==> config.mk <==
export PLATFORM = sky130hd
export DESIGN_NAME = i2c_slave_mpu_6050_flat
export DESIGN_NICKNAME = d
export VERILOG_FILES = /design/src/rtl/i2c_slave_mpu_6050_if.sv /design/src/rtl/i2c_slave_mpu_6050.sv /design/src/flat_wrapper.sv
export SDC_FILE = /design/constraint.sdc
export NUM_CORES = 2
export LEC_CHECK = 0
export BUFFER_PORTS_ARGS = -buffer_cell sky130_fd_sc_hd__buf_2
export CAP_MARGIN = 20
export CORE_UTILIZATION = 50
export CTS_CLUSTER_DIAMETER = 50
export DETAILED_ROUTE_END_ITERATION = 8
export PLACE_DENSITY = 0.69
export SYNTH_ARGS = -nofsm -noshare
export SYNTH_HDL_FRONTEND = slang
export SYNTH_SLANG_ARGS = --single-unit
export TNS_END_PERCENT = 30
==> constraint.sdc <==
create_clock -name CLK -period 3.2 [get_ports CLK]
set_input_delay 0.96 -clock CLK [delete_from_list [all_inputs] [get_ports CLK]]
set_output_delay 0.96 -clock CLK [all_outputs]
set_load 0.005 [all_outputs]
==> src/rtl/i2c_slave_mpu_6050_if.sv <==
// Bus and local-port bundle for the MPU-6050 I2C responder.
// The slave modport is the responder's view; the master modport is the view
// of whatever drives the bus lines and the local register port.
interface i2c_slave_mpu_6050_if;
    logic       I_SCL;
    logic       I_SDA;
    logic       O_SDA_OE;
    logic       I_REG_WE;
    logic [6:0] I_REG_ADDR;
    logic [7:0] I_REG_DATA;
    logic       O_WR_STB;
    logic [6:0] O_WR_ADDR;
    logic [7:0] O_WR_DATA;
    logic       O_BUSY;

    modport slave (
        input  I_SCL, I_SDA, I_REG_WE, I_REG_ADDR, I_REG_DATA,
        output O_SDA_OE, O_WR_STB, O_WR_ADDR, O_WR_DATA, O_BUSY
    );

    modport master (
        output I_SCL, I_SDA, I_REG_WE, I_REG_ADDR, I_REG_DATA,
        input  O_SDA_OE, O_WR_STB, O_WR_ADDR, O_WR_DATA, O_BUSY
    );
endinterface

==> src/rtl/i2c_slave_mpu_6050.sv <==
// I2C responder emulating the MPU-6050 register map (128 x 8 bytes).
// SCL/SDA are oversampled by CLK; SDA is open-drain via O_SDA_OE.
// WHO_AM_I (0x75) is read-only and always returns DEV_ADDR.
module i2c_slave_mpu_6050 #(
    parameter int unsigned FPGA_CLK = 50_000_000,
    parameter int unsigned I2C_CLK  = 400_000,
    parameter logic [6:0]  DEV_ADDR = 7'h68
) (
    input  logic                    CLK,
    input  logic                    RST,
    i2c_slave_mpu_6050_if.slave     bus
);
    localparam logic [6:0] WHO_AM_I = 7'h75;

    if (FPGA_CLK < 16 * I2C_CLK) begin : g_clk_ratio_bad
        $error("FPGA_CLK must be at least 16x I2C_CLK");
    end

    typedef enum logic [3:0] {
        IDLE, ADDR, ADDR_ACK, PTR, PTR_ACK, WR_DATA, WR_ACK, RD_DATA, RD_ACK, IGNORE
    } state_t;

    state_t     state_q, state_d;
    logic [2:0] scl_sync_q, sda_sync_q;
    logic [2:0] bit_cnt_q, bit_cnt_d;
    logic [1:0] ack_ph_q, ack_ph_d;
    logic [6:0] sr_q, sr_d;
    logic [6:0] ptr_q, ptr_d;
    logic       rw_q, rw_d;
    logic [7:0] tx_q, tx_d;
    logic [7:0] rd_q, rd_d;
    logic       sda_oe_q, sda_oe_d;
    logic       busy_q, busy_d;
    logic       wr_stb_q, wr_stb_d;
    logic [6:0] wr_addr_q, wr_addr_d;
    logic [7:0] wr_data_q, wr_data_d;
    logic [7:0] mem_q [128];

    logic       scl_s, sda_s, scl_rise_s, scl_fall_s, start_s, stop_s;
    logic [7:0] rx_byte_s;
    logic       mwe_s, mem_we_s;
    logic [6:0] mem_waddr_s;
    logic [7:0] mem_wdata_s;

    // Decisions use stage 2; stage 3 is the previous level for edge detection.
    assign scl_s      = scl_sync_q[1];
    assign sda_s      = sda_sync_q[1];
    assign scl_rise_s = scl_s & ~scl_sync_q[2];
    assign scl_fall_s = ~scl_s & scl_sync_q[2];
    assign start_s    = scl_s & scl_sync_q[2] & sda_sync_q[2] & ~sda_s;
    assign stop_s     = scl_s & scl_sync_q[2] & ~sda_sync_q[2] & sda_s;
    assign rx_byte_s  = {sr_q, sda_s};

    assign bus.O_SDA_OE  = sda_oe_q;
    assign bus.O_BUSY    = busy_q;
    assign bus.O_WR_STB  = wr_stb_q;
    assign bus.O_WR_ADDR = wr_addr_q;
    assign bus.O_WR_DATA = wr_data_q;

    // Bus synchronizers, FSM and output registers.
    always_ff @(posedge CLK) begin
        if (RST) begin
            scl_sync_q <= 3'b111;
            sda_sync_q <= 3'b111;
            state_q    <= IDLE;
            bit_cnt_q  <= 3'd0;
            ack_ph_q   <= 2'd0;
            sr_q       <= 7'd0;
            ptr_q      <= 7'd0;
            rw_q       <= 1'b0;
            tx_q       <= 8'd0;
            rd_q       <= 8'd0;
            sda_oe_q   <= 1'b0;
            busy_q     <= 1'b0;
            wr_stb_q   <= 1'b0;
            wr_addr_q  <= 7'd0;
            wr_data_q  <= 8'd0;
        end else begin
            scl_sync_q <= {scl_sync_q[1:0], bus.I_SCL};
            sda_sync_q <= {sda_sync_q[1:0], bus.I_SDA};
            state_q    <= state_d;
            bit_cnt_q  <= bit_cnt_d;
            ack_ph_q   <= ack_ph_d;
            sr_q       <= sr_d;
            ptr_q      <= ptr_d;
            rw_q       <= rw_d;
            tx_q       <= tx_d;
            rd_q       <= rd_d;
            sda_oe_q   <= sda_oe_d;
            busy_q     <= busy_d;
            wr_stb_q   <= wr_stb_d;
            wr_addr_q  <= wr_addr_d;
            wr_data_q  <= wr_data_d;
        end
    end

    // Register file: reset image, then a single arbitrated write port.
    always_ff @(posedge CLK) begin
        if (RST) begin
            for (int i = 0; i < 128; i++) begin
                mem_q[i] <= 8'h00;
            end
            mem_q[7'h6B] <= 8'h40;
        end else if (mem_we_s) begin
            mem_q[mem_waddr_s] <= mem_wdata_s;
        end else begin
            mem_q[mem_waddr_s] <= mem_q[mem_waddr_s];
        end
    end

    // Next-state logic: bit sampling on SCL rise, SDA updates on SCL fall.
    always_comb begin
        state_d     = state_q;
        bit_cnt_d   = bit_cnt_q;
        ack_ph_d    = ack_ph_q;
        sr_d        = sr_q;
        ptr_d       = ptr_q;
        rw_d        = rw_q;
        tx_d        = tx_q;
        sda_oe_d    = sda_oe_q;
        busy_d      = busy_q;
        wr_stb_d    = 1'b0;
        wr_addr_d   = wr_addr_q;
        wr_data_d   = wr_data_q;
        mwe_s       = 1'b0;
        mem_we_s    = 1'b0;
        mem_waddr_s = ptr_q;
        mem_wdata_s = rx_byte_s;
        rd_d        = (ptr_q == WHO_AM_I) ? {1'b0, DEV_ADDR} : mem_q[ptr_q];

        case (state_q)
            IDLE: begin
                sda_oe_d = 1'b0;
            end
            ADDR, PTR, WR_DATA: begin
                if (scl_rise_s) begin
                    sr_d      = rx_byte_s[6:0];
                    bit_cnt_d = bit_cnt_q + 3'd1;
                    ack_ph_d  = 2'd0;
                    if (bit_cnt_q == 3'd7) begin
                        if (state_q == ADDR) begin
                            rw_d = rx_byte_s[0];
                            if (rx_byte_s[7:1] == DEV_ADDR) begin
                                state_d = ADDR_ACK;
                                busy_d  = 1'b1;
                            end else begin
                                state_d = IGNORE;
                            end
                        end else if (state_q == PTR) begin
                            ptr_d   = rx_byte_s[6:0];
                            state_d = PTR_ACK;
                        end else begin
                            mwe_s     = 1'b1;
                            wr_stb_d  = 1'b1;
                            wr_addr_d = ptr_q;
                            wr_data_d = rx_byte_s;
                            ptr_d     = ptr_q + 7'd1;
                            state_d   = WR_ACK;
                        end
                    end else begin
                        state_d = state_q;
                    end
                end else begin
                    state_d = state_q;
                end
            end
            ADDR_ACK, PTR_ACK, WR_ACK: begin
                // Phase 0: the fall ending bit 8 starts the ACK.
                // Phase 1: the fall ending the 9th clock finishes it.
                if (scl_fall_s) begin
                    if (ack_ph_q == 2'd0) begin
                        sda_oe_d = 1'b1;
                        ack_ph_d = 2'd1;
                    end else if (state_q == ADDR_ACK && rw_q) begin
                        tx_d      = rd_q;
                        sda_oe_d  = ~rd_q[7];
                        ptr_d     = ptr_q + 7'd1;
                        bit_cnt_d = 3'd0;
                        state_d   = RD_DATA;
                    end else begin
                        sda_oe_d  = 1'b0;
                        bit_cnt_d = 3'd0;
                        state_d   = (state_q == ADDR_ACK) ? PTR : WR_DATA;
                    end
                end else begin
                    state_d = state_q;
                end
            end
            RD_DATA: begin
                if (scl_rise_s) begin
                    bit_cnt_d = bit_cnt_q + 3'd1;
                    ack_ph_d  = 2'd0;
                    state_d   = (bit_cnt_q == 3'd7) ? RD_ACK : RD_DATA;
                end else if (scl_fall_s && bit_cnt_q != 3'd0) begin
                    sda_oe_d = ~tx_q[3'd7 - bit_cnt_q];
                end else begin
                    state_d = state_q;
                end
            end
            RD_ACK: begin
                if (scl_fall_s && ack_ph_q == 2'd0) begin
                    sda_oe_d = 1'b0;
                    ack_ph_d = 2'd1;
                end else if (scl_rise_s && ack_ph_q == 2'd1) begin
                    if (sda_s) begin
                        state_d = IGNORE;
                    end else begin
                        ack_ph_d = 2'd2;
                    end
                end else if (scl_fall_s && ack_ph_q == 2'd2) begin
                    tx_d      = rd_q;
                    sda_oe_d  = ~rd_q[7];
                    ptr_d     = ptr_q + 7'd1;
                    bit_cnt_d = 3'd0;
                    state_d   = RD_DATA;
                end else begin
                    state_d = state_q;
                end
            end
            IGNORE: begin
                sda_oe_d = 1'b0;
            end
            default: begin
                state_d  = IDLE;
                sda_oe_d = 1'b0;
            end
        endcase

        // Bus conditions override any data-phase decision.
        if (stop_s) begin
            state_d  = IDLE;
            busy_d   = 1'b0;
            sda_oe_d = 1'b0;
        end else if (start_s) begin
            state_d   = ADDR;
            bit_cnt_d = 3'd0;
            sda_oe_d  = 1'b0;
        end else begin
            state_d = state_d;
        end

        // Local port owns the write port when both request in one cycle.
        if (bus.I_REG_WE) begin
            mem_we_s    = (bus.I_REG_ADDR != WHO_AM_I);
            mem_waddr_s = bus.I_REG_ADDR;
            mem_wdata_s = bus.I_REG_DATA;
        end else if (mwe_s) begin
            mem_we_s    = (ptr_q != WHO_AM_I);
            mem_waddr_s = ptr_q;
            mem_wdata_s = rx_byte_s;
        end else begin
            mem_we_s = 1'b0;
        end
    end
endmodule
==> src/flat_wrapper.sv <==
// flat-port wrapper written by rule: the top's interface ports become plain ports
module i2c_slave_mpu_6050_flat 
#(
    parameter int unsigned FPGA_CLK = 50_000_000,
    parameter int unsigned I2C_CLK  = 400_000,
    parameter logic [6:0]  DEV_ADDR = 7'h68
)
  (CLK, RST, bus_I_SCL, bus_I_SDA, bus_I_REG_WE, bus_I_REG_ADDR, bus_I_REG_DATA, bus_O_SDA_OE, bus_O_WR_STB, bus_O_WR_ADDR, bus_O_WR_DATA, bus_O_BUSY);
  i2c_slave_mpu_6050_if bus_i ();
  input  logic CLK;
  input  logic RST;
  input wire logic [$bits(bus_i.I_SCL)-1:0] bus_I_SCL;
  input wire logic [$bits(bus_i.I_SDA)-1:0] bus_I_SDA;
  input wire logic [$bits(bus_i.I_REG_WE)-1:0] bus_I_REG_WE;
  input wire logic [$bits(bus_i.I_REG_ADDR)-1:0] bus_I_REG_ADDR;
  input wire logic [$bits(bus_i.I_REG_DATA)-1:0] bus_I_REG_DATA;
  output wire logic [$bits(bus_i.O_SDA_OE)-1:0] bus_O_SDA_OE;
  output wire logic [$bits(bus_i.O_WR_STB)-1:0] bus_O_WR_STB;
  output wire logic [$bits(bus_i.O_WR_ADDR)-1:0] bus_O_WR_ADDR;
  output wire logic [$bits(bus_i.O_WR_DATA)-1:0] bus_O_WR_DATA;
  output wire logic [$bits(bus_i.O_BUSY)-1:0] bus_O_BUSY;
  assign bus_i.I_SCL = bus_I_SCL;
  assign bus_i.I_SDA = bus_I_SDA;
  assign bus_i.I_REG_WE = bus_I_REG_WE;
  assign bus_i.I_REG_ADDR = bus_I_REG_ADDR;
  assign bus_i.I_REG_DATA = bus_I_REG_DATA;
  assign bus_O_SDA_OE = bus_i.O_SDA_OE;
  assign bus_O_WR_STB = bus_i.O_WR_STB;
  assign bus_O_WR_ADDR = bus_i.O_WR_ADDR;
  assign bus_O_WR_DATA = bus_i.O_WR_DATA;
  assign bus_O_BUSY = bus_i.O_BUSY;
  i2c_slave_mpu_6050 #(.FPGA_CLK(FPGA_CLK), .I2C_CLK(I2C_CLK), .DEV_ADDR(DEV_ADDR)) u_core (.CLK(CLK), .RST(RST), .bus(bus_i));
endmodule
# ---- Word level (Yosys, flattened, before mapping)
# Memory sizes are Yosys's and may differ from the RTL's. A register that Yosys moved wholly into a read port is not among the register bits.
# Index checks and enable logic that the tools add are counted.
# W data, S select, Z words.
dict set report word_totals {
  reg_bits 64
  latch_bits 0
  ramBits 1024
  rom_bits 0
  inputBits 20
  out_inout_bits 18
  word_cells 204
  memories 1
}
# name depth word_bits read_ports rd_clocked_by_memory_dff write_ports line
set mem_list {}
lappend mem_list {u_core.mem_q 128 8 1 1 128 i2c_slave_mpu_6050.sv:37} ;# logic [7:0] mem_q [128];
dict set report classes {
  add_sub_neg 3
  n_mul 0
  div 0
  n_lt_le_gt_ge 1
  eq_ne 46
  shifts 0
  muxes 87
  n_bitwise 19
  n_reduce_logical 30
}
# cell count
set op_table {}
lappend op_table {{$mux W7} 15}
lappend op_table {{$mux W8} 10}
lappend op_table {{$mux W4} 13}
lappend op_table {{$mux W3} 9}
lappend op_table {{$mux W1} 26}
lappend op_table {{$ne A3 B1 Y1 const B} 7}
lappend op_table {{$pmux W7 S3} 1}
lappend op_table {{$ne A2 B1 Y1 const B} 10}
lappend op_table {{$pmux W4 S5} 1}
lappend op_table {{$reduce_and A9 Y1} 2}
lappend op_table {{$eq A4 B3 Y1 const B} 4}
lappend op_table {{$pmux W8 S2} 1}
lappend op_table {{$eq A7 B7 Y1 const B} 2}
lappend op_table {{$mux W2} 7}
lappend op_table {{$ne A7 B7 Y1 const B} 2}
lappend op_table {{$ne A3 B2 Y1 const B} 4}
lappend op_table {{$reduce_and A6 Y1} 2}
lappend op_table {{$ne A2 B2 Y1 const B} 5}
lappend op_table {{$not A1 Y1} 10}
lappend op_table {{$reduce_and A10 Y1} 1}
lappend op_table {{$reduce_and A5 Y1} 2}
lappend op_table {{$pmux W3 S3} 1}
lappend op_table {{$reduce_bool A3 Y1} 3}
lappend op_table {{$reduce_or A3 Y1} 3}
lappend op_table {{29 further kinds} 45}

# ---- Depth between registers and ports, before layout
dict set report logic_depth {
  word_depth 15
  mapped_depth 10
  ltp_nobuf 8
}

# ---- Worst setup path before layout
# OpenSTA, ideal clock, no wires.
dict set report synth_path {
  path_kind {in2reg}
  from {input bus_I_REG_WE}
  to {memory u_core.mem_q[112][0], enable pin}
  setup_ps 375
  arrival_time_ps 2894
  required_time_ps 2825
  slack_ps -69
  path_stages 8
  n_path_buf 4
  cell_sequence {clkbuf_1 -> clkbuf_1 -> nand2_1 -> o21ai_0 -> clkbuf_1 -> clkbuf_1 -> nand2_1 -> o21bai_1}
}
# item line
set synth_rtl {}
lappend synth_rtl {{start, declared} flat_wrapper.sv:14} ;# input wire logic [$bits(bus_i.I_REG_WE)-1:0] bus_I_REG_WE;
lappend synth_rtl {{end, declared} i2c_slave_mpu_6050.sv:37}

==> flow_metrics.env <==
export IMPL_average_vias_per_placed_instance=6.16
export IMPL_max_cap_violations=0
export IMPL_die_width_um=314
export IMPL_drt_antenna_violating_nets=0
export IMPL_cts_sinks=1095
export IMPL_hold_viol_final=0
export IMPL_setup_total_negative_slack_ns=-0.0337
export IMPL_num_fill_cells=7294
export IMPL_ys_seq_area_share_pct=66.1
export IMPL_worstHoldStart="u_core.sda_sync_q[0]$_SDFF_PP1_"
export IMPL_routed_wirelength_mm=135
export IMPL_netlist_area_um2=48600
export IMPL_maxClockFrequency_ghz=0.309
export IMPL_grt_use_total_pct=27.4
export IMPL_max_clock_path_buffers=3
export IMPL_critical_path_arrival_ns=3.85
export IMPL_timing_hold_worst_endpoint="u_core.sda_sync_q[1]$_SDFF_PP1_"
export IMPL_core_area_um2=96600
export IMPL_fp_dieH_um=314
export IMPL_async_reset_ff_share_pct=0
export IMPL_synth_main_ff_cell="sky130_fd_sc_hd__edfxtp_1"
export IMPL_wl_met3_mm=15.1
export IMPL_fin_nets=3899
export IMPL_grt_max_degree=155
export IMPL_final_setup_worst_slack_ns=-0.0337
export IMPL_cellLeakagePower_nw=18.7
export IMPL_number_of_detailed_route_iterations_in_the_first_pass=9
export IMPL_hold_buffers=0
export IMPL_worst_slew_margin_rel_pct=24.4
export IMPL_die_area_um2=98500
export IMPL_gp_congestion=0.892
export IMPL_whs_path_depth=1
export IMPL_slew_viol_final=0
export IMPL_r2r_cells=7
export IMPL_endpoint_kind="flip-flop"
export IMPL_failed_checks="negative setup slack"
export IMPL_start_util_pct=50.4
export IMPL_num_vias=32300
export IMPL_worst_r2r_endpoint="u_core.rd_q[1]$_SDFF_PP0_"
export IMPL_post_layout_minimum_cycle_time_ns=3.23
export IMPL_top_layer_used="met4"
export IMPL_insertedDiodeCount=0
export IMPL_met2RoutedLength_mm=63.2
export IMPL_synth_edff_count=1024
export IMPL_syn_avg_cell_area_um2=13.5
export IMPL_tightestPinTransition_ns=1.13
export IMPL_place_port_buffers=37
export IMPL_htree_num_levels=3
export IMPL_route_detailed_wl_per_inst_um=25.6
export IMPL_cp_common_cell="sky130_fd_sc_hd__buf_4"
export IMPL_timing_critical_path_from_type="flip-flop"
export IMPL_finalCritPeriodShare_pct=101
export IMPL_required_ns=3.81
export IMPL_cts_setup_buffers=0
export IMPL_grt_pass1_wl_mm=200
export IMPL_clock_insertion_delay_worst_skew_ns=0.70
export IMPL_worst_setup_path_type="flip-flop to flip-flop"
export IMPL_worstPathCellList="and2_1 -> buf_4 -> a22oi_1 -> a21oi_1 -> nor4_1 -> buf_4 -> o22ai_1"
export IMPL_drt_iter0_markers=4709
export IMPL_result_of_the_run="finished, violations left"
export IMPL_dp_hpwl_mm=91.6
export IMPL_cts_clk_slew_worst_paths_ns=0.06
export IMPL_grt_antenna_before_repair=0
export IMPL_pre_cts_slack_ns=-0.0862
export IMPL_detail_route_drc_violations=0
export IMPL_post_synthesis_instance_total=3597
export IMPL_clock_tree_root_cell="sky130_fd_sc_hd__clkbuf_16"
export IMPL_wirelength_met1_mm=51.5
export IMPL_max_vdd_ir_drop_mv=0.536
export IMPL_multiInputGateArea_um2=15300
export IMPL_yosys_register_bits=1095
export IMPL_synthesis_nets=3623
export IMPL_critical_path_peak_fanout=17
export IMPL_cpMaxStageDelayCell="sky130_fd_sc_hd__dfxtp_1"
export IMPL_post_synth_num_cell_types=76
export IMPL_unrepaired_setup_endpoints_after_global_routing="no"
export IMPL_cts_buffers_inserted=114
export IMPL_post_cts_resize_count=0
export IMPL_area_delta_synth_final_pct=17.2
export IMPL_grt_overflow_total=0
export IMPL_num_io_pins=38
export IMPL_setup_violations=1
export IMPL_pwr_density_nw_per_um2=601
export IMPL_area_taken_by_flip_flops_and_latches_um2=32200
export IMPL_hold_path_class="flip-flop to flip-flop"
export IMPL_fin_worst_skew_ns=0.0188
export IMPL_synth_warnings=0
export IMPL_floorplan_rows=114
export IMPL_hold_ws_ns=0.412
export IMPL_post_route_cells_drive_above_1_share_pct=23.7
export IMPL_finalNonFillerCells=5249
export IMPL_worst_r2r_setup_slack_ns=-0.03
export IMPL_placed_cells=5033
export IMPL_cts_tree="done"
export IMPL_via_count_of_the_first_global_routing_pass=31400
export IMPL_max_stage_delay_ns=0.74
[flip-flops by register name (all words and copies together), names as in the netlist, named ones only]
signal / flops
u_core.ack_ph_q: 2
u_core.bit_cnt_q: 3
u_core.bus.O_BUSY: 1
u_core.bus.O_SDA_OE: 1
u_core.bus.O_WR_ADDR: 7
u_core.bus.O_WR_DATA: 8
u_core.bus.O_WR_STB: 1
u_core.mem_q: 1024
u_core.ptr_q: 7
u_core.rd_q: 8
u_core.rw_q: 1
u_core.scl_sync_q: 3
u_core.sda_sync_q: 3
u_core.sr_q: 7
u_core.state_q: 4
u_core.tx_q: 8
[how the worst max path moves through the flow]
stage | from | end
4_1_cts | flip-flop | u_core.rd_q[1]$_SDFF_PP0_
6_report | flip-flop | u_core.rd_q[1]$_SDFF_PP0_
5_1_grt | flip-flop | u_core.rd_q[1]$_SDFF_PP0_
3_5_place_dp | bus_I_REG_ADDR[4] | u_core.mem_q[91][5]$_SDFFCE_PN0P_
3_3_place_gp | bus_I_REG_ADDR[2] | u_core.mem_q[91][5]$_SDFFCE_PN0P_
2_1_floorplan | bus_I_REG_WE | u_core.mem_q[112][0]$_SDFFCE_PN0P_
[layout by cell type (no fill, tap or decap), types with 6 or more instances in the layout]
cell                         count
sky130_fd_sc_hd__inv_1          15
sky130_fd_sc_hd__inv_6           8
sky130_fd_sc_hd__a22o_1          6
sky130_fd_sc_hd__a211oi_1       10
sky130_fd_sc_hd__or2_2          12
sky130_fd_sc_hd__buf_2          36
sky130_fd_sc_hd__and2_1          9
sky130_fd_sc_hd__mux2_2         10
sky130_fd_sc_hd__ha_1            6
sky130_fd_sc_hd__clkinvlp_4     11
sky130_fd_sc_hd__buf_4         378
sky130_fd_sc_hd__nor2b_1        14
sky130_fd_sc_hd__clkbuf_16     116
sky130_fd_sc_hd__nor3_1         11
sky130_fd_sc_hd__a31oi_1         8
sky130_fd_sc_hd__a221oi_1        6
sky130_fd_sc_hd__dfxtp_1        68
sky130_fd_sc_hd__a22oi_1       100
sky130_fd_sc_hd__mux2i_1        59
sky130_fd_sc_hd__clkinv_2       24
sky130_fd_sc_hd__mux4_2        242
sky130_fd_sc_hd__nor2_1       1073
sky130_fd_sc_hd__clkinv_1       24
sky130_fd_sc_hd__o21ai_0        18
sky130_fd_sc_hd__nand2b_1       14
sky130_fd_sc_hd__or3_1           6
sky130_fd_sc_hd__o21bai_1      128
sky130_fd_sc_hd__edfxtp_1     1024
sky130_fd_sc_hd__nand2_1       152
sky130_fd_sc_hd__bufinv_16      17
sky130_fd_sc_hd__buf_12         42
sky130_fd_sc_hd__a21oi_1        79
sky130_fd_sc_hd__nor4_1         18
sky130_fd_sc_hd__o22ai_1        13
sky130_fd_sc_hd__nand3_1       101
[cells by family after synthesis]
kind of cell | count (synthesis) | synth area share [%]
simple gates | 1450 | 12.2
flops | 1095 | 66.1
compound gates | 421 | 6.08
buf+inv | 312 | 2.71
mux | 311 | 12.6
fa+ha+maj | 6 | 0.154
xor+xnor | 2 | 0.0360
[report_power, final]
group | internal, W | switching, W
Clock | 0.00807 | 0.00572
Combinational | 0.00187 | 0.00228
Sequential | 0.0161 | 0.000199
Total | 0.0260 | 0.00820
[cell type report]
cell class	count	share of cell area (%)
Tap cell	1276	2.80
Multi-Input combinational cell	2190	26.9
Inverter	15	0.0988
Clock inverter	94	1.74
Clock buffer	122	5.17
Sequential cell	1095	56.5
Timing Repair Buffer	457	6.79
[cell usage after synthesis (5+ instances only)]
| library cell | number | area, um^2 |
|---|---|---|
| sky130_fd_sc_hd__or2_2 | 12 | 75.1 |
| sky130_fd_sc_hd__nor2b_1 | 17 | 106 |
| sky130_fd_sc_hd__mux2_2 | 10 | 113 |
| sky130_fd_sc_hd__nand2_1 | 156 | 586 |
| sky130_fd_sc_hd__a22o_1 | 6 | 52.6 |
| sky130_fd_sc_hd__buf_2 | 82 | 410 |
| sky130_fd_sc_hd__dfxtp_1 | 71 | 1420 |
| sky130_fd_sc_hd__o22ai_1 | 13 | 81.3 |
| sky130_fd_sc_hd__nor4_1 | 18 | 113 |
| sky130_fd_sc_hd__clkbuf_1 | 162 | 608 |
| sky130_fd_sc_hd__buf_1 | 41 | 154 |
| sky130_fd_sc_hd__a211oi_1 | 10 | 75.1 |
| sky130_fd_sc_hd__inv_1 | 13 | 48.8 |
| sky130_fd_sc_hd__nor3_1 | 11 | 55.1 |
| sky130_fd_sc_hd__or3_1 | 6 | 37.5 |
| sky130_fd_sc_hd__ha_1 | 6 | 75.1 |
| sky130_fd_sc_hd__mux2i_1 | 59 | 591 |
| sky130_fd_sc_hd__a31oi_1 | 8 | 50.1 |
| sky130_fd_sc_hd__a22oi_1 | 100 | 751 |
| sky130_fd_sc_hd__buf_4 | 12 | 90.1 |
| sky130_fd_sc_hd__nand4_1 | 5 | 31.3 |
| sky130_fd_sc_hd__edfxtp_1 | 1024 | 30700 |
| sky130_fd_sc_hd__a221oi_1 | 6 | 52.6 |
| sky130_fd_sc_hd__nor2_1 | 1076 | 4040 |
| sky130_fd_sc_hd__mux4_2 | 242 | 5450 |
| sky130_fd_sc_hd__and2_1 | 9 | 56.3 |
| sky130_fd_sc_hd__o21bai_1 | 128 | 961 |
| sky130_fd_sc_hd__nand3_1 | 101 | 505 |
| sky130_fd_sc_hd__o31ai_1 | 6 | 45.0 |
| sky130_fd_sc_hd__o21ai_0 | 19 | 95.1 |
| sky130_fd_sc_hd__nand2b_1 | 14 | 87.6 |
| sky130_fd_sc_hd__a21oi_1 | 79 | 395 |
| sky130_fd_sc_hd__o32ai_1 | 5 | 43.8 |
[layer usage]
metal | up-vias | track usage (%)
li1 | 13900 | -
met1 | 16200 | 38.2
met2 | 1917 | 43.1
met3 | 257 | 5.20
met4 | 0 | 10.4
met5 | - | 0
[metrics by stage]
stage          cell area (um^2)  util [%]  power (W)
6_report                  57000      59.0     0.0342
5_1_grt                   57000      59.0     0.0352
4_1_cts                   57000      59.0     0.0343
3_5_place_dp              53100      54.9     0.0207
3_3_place_gp              53100      54.9     0.0207
2_1_floorplan             48600         -     0.0192
[critical path, delay by kind of cell, from the launching register on]
kind | cells | cell delay (ns)
AND/OR/NAND/NOR | 2 | 0.88
AO/OA/AOI/OAI | 3 | 0.88
flip-flops | 1 | 0.74
buffers and inverters | 2 | 0.64
No activity file was read; power rests on OpenSTA's default activity.
